File: config.mk
export PLATFORM = sky130hd
export DESIGN_NAME = mc_control_fsm_flat
export DESIGN_NICKNAME = d
export VERILOG_FILES = /design/src/rtl/mc_control_fsm_if.sv /design/src/rtl/mc_control_fsm.sv /design/src/flat_wrapper.sv
export SDC_FILE = /design/constraint.sdc
export NUM_CORES = 1
export LEC_CHECK = 0
export ABC_AREA = 1
export BUFFER_PORTS_ARGS = -buffer_cell sky130_fd_sc_hd__buf_4
export CAP_MARGIN = 5
export CELL_PAD_IN_SITES_DETAIL_PLACEMENT = 1
export CELL_PAD_IN_SITES_GLOBAL_PLACEMENT = 2
export CORE_MARGIN = 2
export CORE_UTILIZATION = 26
export CTS_BUF_LIST = sky130_fd_sc_hd__clkbuf_4 sky130_fd_sc_hd__clkbuf_8
export DETAILED_ROUTE_END_ITERATION = 10
export PLACE_DENSITY_LB_ADDON = 0.12
export SETUP_SLACK_MARGIN = 0.2
export SKIP_LAST_GASP = 1
export SYNTH_ARGS = -nofsm -noshare
export SYNTH_HDL_FRONTEND = slang
export SYNTH_SLANG_ARGS = --single-unit
File: constraint.sdc
create_clock -name clk -period 1.3 [get_ports clk]
set_input_delay 0.26 -clock clk [delete_from_list [all_inputs] [get_ports clk]]
set_output_delay 0.26 -clock clk [all_outputs]
set_load 0.01 [all_outputs]
File: src/rtl/mc_control_fsm_if.sv
// Control/datapath bundle for the multi-cycle MIPS controller.
// master = controller side, slave = datapath side.
interface mc_control_fsm_if #(
  parameter int COUNT_W = 32,
  parameter int STATE_W = 4
);
  logic               run;
  logic [5:0]         opcode;
  logic               mem_ready;
  logic               pc_write;
  logic               pc_write_cond;
  logic               iord;
  logic               mem_read;
  logic               mem_write;
  logic               ir_write;
  logic               mem_to_reg;
  logic               reg_dst;
  logic               regwrite;
  logic               alu_src_a;
  logic [1:0]         alu_src_b;
  logic [1:0]         alu_op;
  logic [1:0]         pc_source;
  logic               halted;
  logic [COUNT_W-1:0] instr_count;
  logic [STATE_W-1:0] state_dbg;

  modport master (
    input  run, opcode, mem_ready,
    output pc_write, pc_write_cond, iord,
    output mem_read, mem_write, ir_write,
    output mem_to_reg, reg_dst, regwrite,
    output alu_src_a, alu_src_b, alu_op,
    output pc_source, halted,
    output instr_count, state_dbg
  );

  modport slave (
    output run, opcode, mem_ready,
    input  pc_write, pc_write_cond, iord,
    input  mem_read, mem_write, ir_write,
    input  mem_to_reg, reg_dst, regwrite,
    input  alu_src_a, alu_src_b, alu_op,
    input  pc_source, halted,
    input  instr_count, state_dbg
  );
endinterface

File: src/rtl/mc_control_fsm.sv
// Multi-cycle MIPS control FSM: one state per datapath step,
// memory-ready stalls, sticky halt, retired-instruction counter.
module mc_control_fsm #(
  parameter int COUNT_W = 32,
  parameter int STATE_W = 4
) (
  input logic clk,
  input logic rst_n,
  mc_control_fsm_if.master bus
);

  typedef enum logic [3:0] {
    IDLE      = 4'd0,
    FETCH     = 4'd1,
    DECODE    = 4'd2,
    MEM_ADDR  = 4'd3,
    MEM_RD    = 4'd4,
    MEM_WB    = 4'd5,
    MEM_WR    = 4'd6,
    R_EXEC    = 4'd7,
    R_WB      = 4'd8,
    BRANCH    = 4'd9,
    JUMP      = 4'd10,
    ADDI_EXEC = 4'd11,
    ADDI_WB   = 4'd12,
    HALT      = 4'd13
  } state_t;

  localparam logic [5:0] OP_R    = 6'b000000;
  localparam logic [5:0] OP_LW   = 6'b100011;
  localparam logic [5:0] OP_SW   = 6'b101011;
  localparam logic [5:0] OP_BEQ  = 6'b000100;
  localparam logic [5:0] OP_J    = 6'b000010;
  localparam logic [5:0] OP_ADDI = 6'b001000;

  state_t             state;
  state_t             nxt;
  logic               retire;
  logic [COUNT_W-1:0] count;

  // State register.
  always_ff @(posedge clk or negedge rst_n) begin
    if (!rst_n) state <= IDLE;
    else        state <= nxt;
  end

  // Retired-instruction counter; wraps silently.
  always_ff @(posedge clk or negedge rst_n) begin
    if (!rst_n)      count <= '0;
    else if (retire) count <= count + 1'b1;
  end

  // Next-state and control decode.
  always_comb begin
    nxt               = state;
    retire            = 1'b0;
    bus.pc_write      = 1'b0;
    bus.pc_write_cond = 1'b0;
    bus.iord          = 1'b0;
    bus.mem_read      = 1'b0;
    bus.mem_write     = 1'b0;
    bus.ir_write      = 1'b0;
    bus.mem_to_reg    = 1'b0;
    bus.reg_dst       = 1'b0;
    bus.regwrite      = 1'b0;
    bus.alu_src_a     = 1'b0;
    bus.alu_src_b     = 2'b00;
    bus.alu_op        = 2'b00;
    bus.pc_source     = 2'b00;
    bus.halted        = 1'b0;
    unique case (state)
      IDLE: begin
        if (bus.run) nxt = FETCH;
      end
      FETCH: begin
        bus.mem_read  = 1'b1;
        bus.alu_src_b = 2'b01;
        bus.ir_write  = bus.mem_ready;
        bus.pc_write  = bus.mem_ready;
        if (bus.mem_ready) nxt = DECODE;
      end
      DECODE: begin
        bus.alu_src_b = 2'b11;
        case (bus.opcode)
          OP_R:    nxt = R_EXEC;
          OP_LW:   nxt = MEM_ADDR;
          OP_SW:   nxt = MEM_ADDR;
          OP_BEQ:  nxt = BRANCH;
          OP_J:    nxt = JUMP;
          OP_ADDI: nxt = ADDI_EXEC;
          default: nxt = HALT;
        endcase
      end
      MEM_ADDR: begin
        bus.alu_src_a = 1'b1;
        bus.alu_src_b = 2'b10;
        nxt = (bus.opcode == OP_SW) ? MEM_WR : MEM_RD;
      end
      MEM_RD: begin
        bus.mem_read = 1'b1;
        bus.iord     = 1'b1;
        if (bus.mem_ready) nxt = MEM_WB;
      end
      MEM_WB: begin
        bus.regwrite   = 1'b1;
        bus.mem_to_reg = 1'b1;
        retire         = 1'b1;
      end
      MEM_WR: begin
        bus.mem_write = 1'b1;
        bus.iord      = 1'b1;
        retire        = bus.mem_ready;
      end
      R_EXEC: begin
        bus.alu_src_a = 1'b1;
        bus.alu_op    = 2'b10;
        nxt           = R_WB;
      end
      R_WB: begin
        bus.regwrite = 1'b1;
        bus.reg_dst  = 1'b1;
        retire       = 1'b1;
      end
      BRANCH: begin
        bus.alu_src_a     = 1'b1;
        bus.alu_op        = 2'b01;
        bus.pc_write_cond = 1'b1;
        bus.pc_source     = 2'b01;
        retire            = 1'b1;
      end
      JUMP: begin
        bus.pc_write  = 1'b1;
        bus.pc_source = 2'b10;
        retire        = 1'b1;
      end
      ADDI_EXEC: begin
        bus.alu_src_a = 1'b1;
        bus.alu_src_b = 2'b10;
        nxt           = ADDI_WB;
      end
      ADDI_WB: begin
        bus.regwrite = 1'b1;
        retire       = 1'b1;
      end
      HALT: begin
        bus.halted = 1'b1;
      end
      default: nxt = IDLE;
    endcase
    if (retire) nxt = bus.run ? FETCH : IDLE;
  end

  assign bus.instr_count = count;
  assign bus.state_dbg   = STATE_W'(state);

endmodule
File: src/flat_wrapper.sv
// flat-port wrapper written by rule: the top's interface ports become plain ports
module mc_control_fsm_flat 
#(
  parameter int COUNT_W = 32,
  parameter int STATE_W = 4
)
  (clk, rst_n, bus_run, bus_opcode, bus_mem_ready, bus_pc_write, bus_pc_write_cond, bus_iord, bus_mem_read, bus_mem_write, bus_ir_write, bus_mem_to_reg, bus_reg_dst, bus_regwrite, bus_alu_src_a, bus_alu_src_b, bus_alu_op, bus_pc_source, bus_halted, bus_instr_count, bus_state_dbg);
  mc_control_fsm_if #(.COUNT_W(COUNT_W), .STATE_W(STATE_W)) bus_i ();
  input logic clk;
  input logic rst_n;
  input wire logic [$bits(bus_i.run)-1:0] bus_run;
  input wire logic [$bits(bus_i.opcode)-1:0] bus_opcode;
  input wire logic [$bits(bus_i.mem_ready)-1:0] bus_mem_ready;
  output wire logic [$bits(bus_i.pc_write)-1:0] bus_pc_write;
  output wire logic [$bits(bus_i.pc_write_cond)-1:0] bus_pc_write_cond;
  output wire logic [$bits(bus_i.iord)-1:0] bus_iord;
  output wire logic [$bits(bus_i.mem_read)-1:0] bus_mem_read;
  output wire logic [$bits(bus_i.mem_write)-1:0] bus_mem_write;
  output wire logic [$bits(bus_i.ir_write)-1:0] bus_ir_write;
  output wire logic [$bits(bus_i.mem_to_reg)-1:0] bus_mem_to_reg;
  output wire logic [$bits(bus_i.reg_dst)-1:0] bus_reg_dst;
  output wire logic [$bits(bus_i.regwrite)-1:0] bus_regwrite;
  output wire logic [$bits(bus_i.alu_src_a)-1:0] bus_alu_src_a;
  output wire logic [$bits(bus_i.alu_src_b)-1:0] bus_alu_src_b;
  output wire logic [$bits(bus_i.alu_op)-1:0] bus_alu_op;
  output wire logic [$bits(bus_i.pc_source)-1:0] bus_pc_source;
  output wire logic [$bits(bus_i.halted)-1:0] bus_halted;
  output wire logic [$bits(bus_i.instr_count)-1:0] bus_instr_count;
  output wire logic [$bits(bus_i.state_dbg)-1:0] bus_state_dbg;
  assign bus_i.run = bus_run;
  assign bus_i.opcode = bus_opcode;
  assign bus_i.mem_ready = bus_mem_ready;
  assign bus_pc_write = bus_i.pc_write;
  assign bus_pc_write_cond = bus_i.pc_write_cond;
  assign bus_iord = bus_i.iord;
  assign bus_mem_read = bus_i.mem_read;
  assign bus_mem_write = bus_i.mem_write;
  assign bus_ir_write = bus_i.ir_write;
  assign bus_mem_to_reg = bus_i.mem_to_reg;
  assign bus_reg_dst = bus_i.reg_dst;
  assign bus_regwrite = bus_i.regwrite;
  assign bus_alu_src_a = bus_i.alu_src_a;
  assign bus_alu_src_b = bus_i.alu_src_b;
  assign bus_alu_op = bus_i.alu_op;
  assign bus_pc_source = bus_i.pc_source;
  assign bus_halted = bus_i.halted;
  assign bus_instr_count = bus_i.instr_count;
  assign bus_state_dbg = bus_i.state_dbg;
  mc_control_fsm #(.COUNT_W(COUNT_W), .STATE_W(STATE_W)) u_core (.clk(clk), .rst_n(rst_n), .bus(bus_i));
endmodule
=== After elaboration in Yosys (flattened, before gate mapping) ===
Cells that the tools add are included.

* Mux-type cells: 23
* $add $sub $neg: 1
* Reduce and logical (&&, ||, !) cells: 11
* Eq/ne operators: 22

{| class="wikitable"
|+ Operators with widths
! cell !! number
|-
| $add 32x1->32 const B || 1
|-
| $pmux 4 s8 || 1
|-
| $eq 4x4->1 const B || 6
|-
| $pmux 4 s5 || 1
|-
| $eq 4x3->1 const B || 4
|-
| $mux 4 || 4
|-
| $eq 6x6->1 const B || 2
|-
| $mux 1 || 11
|-
| $ne 3x2->1 const B || 3
|-
| $eq 4x2->1 const B || 2
|-
| $pmux 2 s2 || 2
|-
| $reduce_or 2->1 || 4
|-
| $reduce_or 7->1 || 1
|-
| $eq 6x2->1 const B || 1
|-
| $eq 6x3->1 const B || 1
|-
| $eq 6x4->1 const B || 1
|-
| $logic_not 6->1 || 1
|-
| $pmux 2 s3 || 1
|-
| $reduce_or 5->1 || 1
|-
| $eq 4x1->1 const B || 1
|-
| $logic_not 4->1 || 1
|-
| $pmux 1 s2 || 2
|-
| $reduce_and 4->1 || 1
|-
| $reduce_or 4->1 || 1
|-
| other kinds (3) || 3
|}

* Logic and storage cells: 59
* Input bits: 10
* Bits in registers: 36
* Output and inout bits: 53

=== Longest topological paths before layout ===
* Depth after elaboration: 5
* Mapped depth: 11
* Gate-level depth less buffers: 10

=== Least setup slack after synthesis ===
No wires, ideal clock.

* Path type: register to register
* From: reg u_core.count[0] (netlist: u_core.bus.instr_count[0])
* To: reg u_core.count[28] (netlist: u_core.bus.instr_count[28])
* Stages on the path, launching flop included: 11
* Path slack: -0.244 ns
* Period minus slack after synthesis: 1.544 ns
* Path buffers: 0
* Arrival: 1.428 ns
* Data required time: 1.184 ns
* Setup time: 0.116 ns
* Path through: dfrtp_1 -> ha_1 -> inv_1 -> nor2_1 -> inv_1 -> nor2_1 -> nand2_1 -> nand2_1 -> nand2_1 -> nand2_1 -> nand2_1

* Cells in the longest elaborated chain, start to end: 1

{| class="wikitable"
|+ Ends and longest elaborated chain
! item !! RTL line !! source
|-
| start: declaration || mc_control_fsm.sv:39 || <nowiki>logic [COUNT_W-1:0] count;</nowiki>
|-
| start signal: assignment || mc_control_fsm.sv:50 || <nowiki>else if (retire) count <= count + 1'b1;</nowiki>
|-
| $add 32x1->32 || mc_control_fsm.sv:50 ||
|}

Every way passes these cells.
A chain may end at the register's enable or synchronous reset.

=== Final worst setup path ===
* From: reg u_core.state[2] (netlist: u_core.bus.state_dbg[2])
* To: out bus_mem_read

* Cells in the longest elaborated chain, start to end: 3
* Elaborated cells on any way between the ends: 4
* Classes of those cells: eq/ne (2); mux (1); reduce/logical (1)

{| class="wikitable"
|+ Ends and longest elaborated chain
! item !! RTL line !! source
|-
| start: declaration || mc_control_fsm.sv:36 || <nowiki>state_t state;</nowiki>
|-
| start signal: assignment || mc_control_fsm.sv:44 || <nowiki>else state <= nxt;</nowiki>
|-
| $eq 4x1->1 or $eq 4x3->1 (tied branches) || mc_control_fsm.sv:71 || <nowiki>unique case (state)</nowiki>
|-
| $reduce_or 2->1 (no line) * || n/a ||
|-
| $mux 1 * || mc_control_fsm.sv:71 ||
|-
| end: declaration || flat_wrapper.sv:17 || <nowiki>output wire logic [$bits(bus_i.mem_read)-1:0] bus_mem_read;</nowiki>
|}

Every way passes the cells marked *; elsewhere a longest branch is shown, timed or not.

==> results.txt <==
status -> finished, violations left
failing checks -> setup timing
worst rel slew slack -> 64.18%
Max Freq -> 564.3 MHz
layout cell share with drive strength beyond 1 -> 42.58%
share of Yosys cell area claimed by the top area cell type -> 33.71%
final WL -> 12.05 mm
die height -> 105.4 um
synthesized instance count -> 434
clk_skew -> 0.003697 ns
Setup crit start kind -> flip-flop
Distinct cells, synth -> 23
Setup CP Type -> reg2out
initial antenna violation count -> 0
via density per instance -> 4.552
Slew @ Worst Pin -> 0.5373 ns
Worst EP arrival -> 1.51 ns
Final min period -> 1.772 ns
P&R area growth vs syn -> 86.94%
IO Pins -> 63
Final Hold Fails -> 0
Final Instance Area -> 0.004996 mm2
CTS tree -> yes
Initial Utilization -> 26.36%
total design power -> 8.088 mW
max_cap viols -> 0
final setup violation count -> 55
Max Root-Sink Buffers -> 2
fin cells -> 763
DRT Pass-1 Iters -> 4
GRT overflow -> 0
ant diodes -> 0
Post-synth ARST share -> 100.0%
vias -> 3473
first-pass GRT wire length -> 19.07 mm
leading area contributor after synthesis -> dfrtp_1
Syn Area/Cell -> 6.158 um2
GRT Util Overall -> 22.15%
Post-synth EDFFs -> 0
worst-case vdd ir drop -> 1224 uV
Worst EP required -> 1.04 ns
Routed wire per std cell -> 15.79 um
Synth Cell Area -> 0.002673 mm2
commonest non-fill, non-tap cells in the layout -> nand2_1, buf_4, buf_6
Reg clk slew, reported paths -> 0.08 ns
Residual DRC -> 0
RSZ-0062 raised after global routing -> true
largest net degree at the start of global routing -> 37
Worst-Skew Late Latency -> 0.31 ns
Synth Net Count -> 445
worst hold margin -> 0.2046 ns
I/O Buffers -> 62
Leak Pwr -> 2.532 nW
endpoint class of the critical path -> primary output
Die Width -> 105.4 um
antenna violation net count after detailed routing -> 0
yosys warns -> 0
Most used DFF post-synth -> dfrtp_1
CTS Root Cell -> clkbuf_8
initial drt markers -> 72
max-slew violation count -> 0
cell area after placement -> 0.003989 mm2
commonest non-fill, non-tap cell in the layout -> nand2_1
Final nets -> 637
Power Density -> 1619 mW/mm2
synth top area cells -> dfrtp_1, nand2_1, nor2_1
vias in the first global route -> 3756
Finished Core Util -> 49.28%
Min-Delay Path Class -> in2reg
HPWL Detailed -> 8.312 mm
die area -> 0.01111 mm2
Placer Congestion -> 0.8318
post-route clock period utilization -> 136.3%
Final WS setup -> -0.4722 ns
sequential area share after synthesis -> 33.71%
CTS Buf Count -> 5
Yosys reg bits -> 36
clock sinks -> 36
core area -> 0.01014 mm2
Placed Cells -> 711
Rows -> 37
H-Tree Depth -> 2
maximum fanout along the worst path -> 4
-- metal layers --
layer  track usage, %  routed length, um
met5                0                  0
met4            6.381                260
met3            4.082                419
met2            40.83               6316
met1            25.95               5053
-- Yosys cell counts (2+ instances only) --
| library cell | count |
|---|---|
| buf_6 | 6 |
| nand2_1 | 202 |
| nor2_2 | 4 |
| o21a_1 | 2 |
| inv_1 | 27 |
| dfrtp_1 | 36 |
| nand3_1 | 11 |
| nand3b_1 | 15 |
| xor2_1 | 9 |
| nor3_1 | 3 |
| nand4_1 | 2 |
| o21ai_0 | 13 |
| inv_2 | 5 |
| a21oi_1 | 2 |
| nor2_1 | 83 |
| nand2_2 | 7 |
-- repair_timing --
action | in CTS | in global routing
endpoints found under the setup margin | 89 | 89
setup buffers | 33 | 7
hold endpoints to repair | 36 | 0
hold buffers | 1 | 0
gates resized for setup | 106 | 29
gates cloned | 3 | 0
pin swaps | 13 | 4
-- critical path: stages (launching register included) --
cell     delay [ns]
dfrtp_2        0.44
inv_2          0.09
nor2_1         0.19
buf_4          0.17
nand2_2        0.06
nand2_2        0.08
buf_6          0.09
buf_6          0.09
-- power breakdown --
part / total, mW / internal, mW / switching, mW
clock: 0.958 / 0.476 / 0.482
sequential: 1.48 / 1.27 / 0.210
combinational: 5.65 / 2.90 / 2.75
total: 8.09 / 4.64 / 3.45
-- path summary, 6_finish.rpt --
| path | start | cells after the start | endpoint | slack [ns] |
|---|---|---|---|---|
| max reg2reg | u_core.bus.state_dbg[3] | 10 | u_core.bus.instr_count[16] | -0.43 |
| max | u_core.bus.state_dbg[2] | 7 | bus_mem_read | -0.47 |
| min in group asynchronous | rst_n | 2 | u_core.bus.instr_count[19] | 0.48 |
| min | bus_run | 3 | u_core.bus.state_dbg[0] | 0.20 |
| max in group asynchronous | rst_n | 2 | u_core.bus.instr_count[7] | 0.42 |
| min reg2reg | u_core.bus.instr_count[1] | 2 | u_core.bus.instr_count[1] | 0.56 |
-- stage by stage --
step / setup slack (ns) / TNS [ns]
after floorplan: -0.06169 / -1.550
after global placement: -0.3541 / -8.387
after detailed placement: -0.4074 / -10.15
after CTS: -0.4363 / -18.49
after global routing: -0.5454 / -23.24
final: -0.4722 / -18.90
-- cell type report --
cell class | instances | area, um2
fill | 1259 | 5142
timing repair buffer | 192 | 1866
sequential | 36 | 913.4
clock buffer | 8 | 97.59
inverter | 32 | 125.1
multi-input combinational | 359 | 1824
tap | 136 | 170.2
-- state kept, by name, summed over array words and instances, names as in the netlist --
register / count
u_core.bus.instr_count: 32
u_core.bus.state_dbg: 4
-- logic make-up after synthesis --
group	after synthesis	synth area share, %
and+or+nand+nor	330	51.69
DFF	36	33.71
buffers and inverters	40	7.491
xor gates and xnor gates	9	2.950
adders and majority gates	1	0.4681
AOI/OAI and AO/OA	18	3.698
Power figures use the tool's default switching activity.
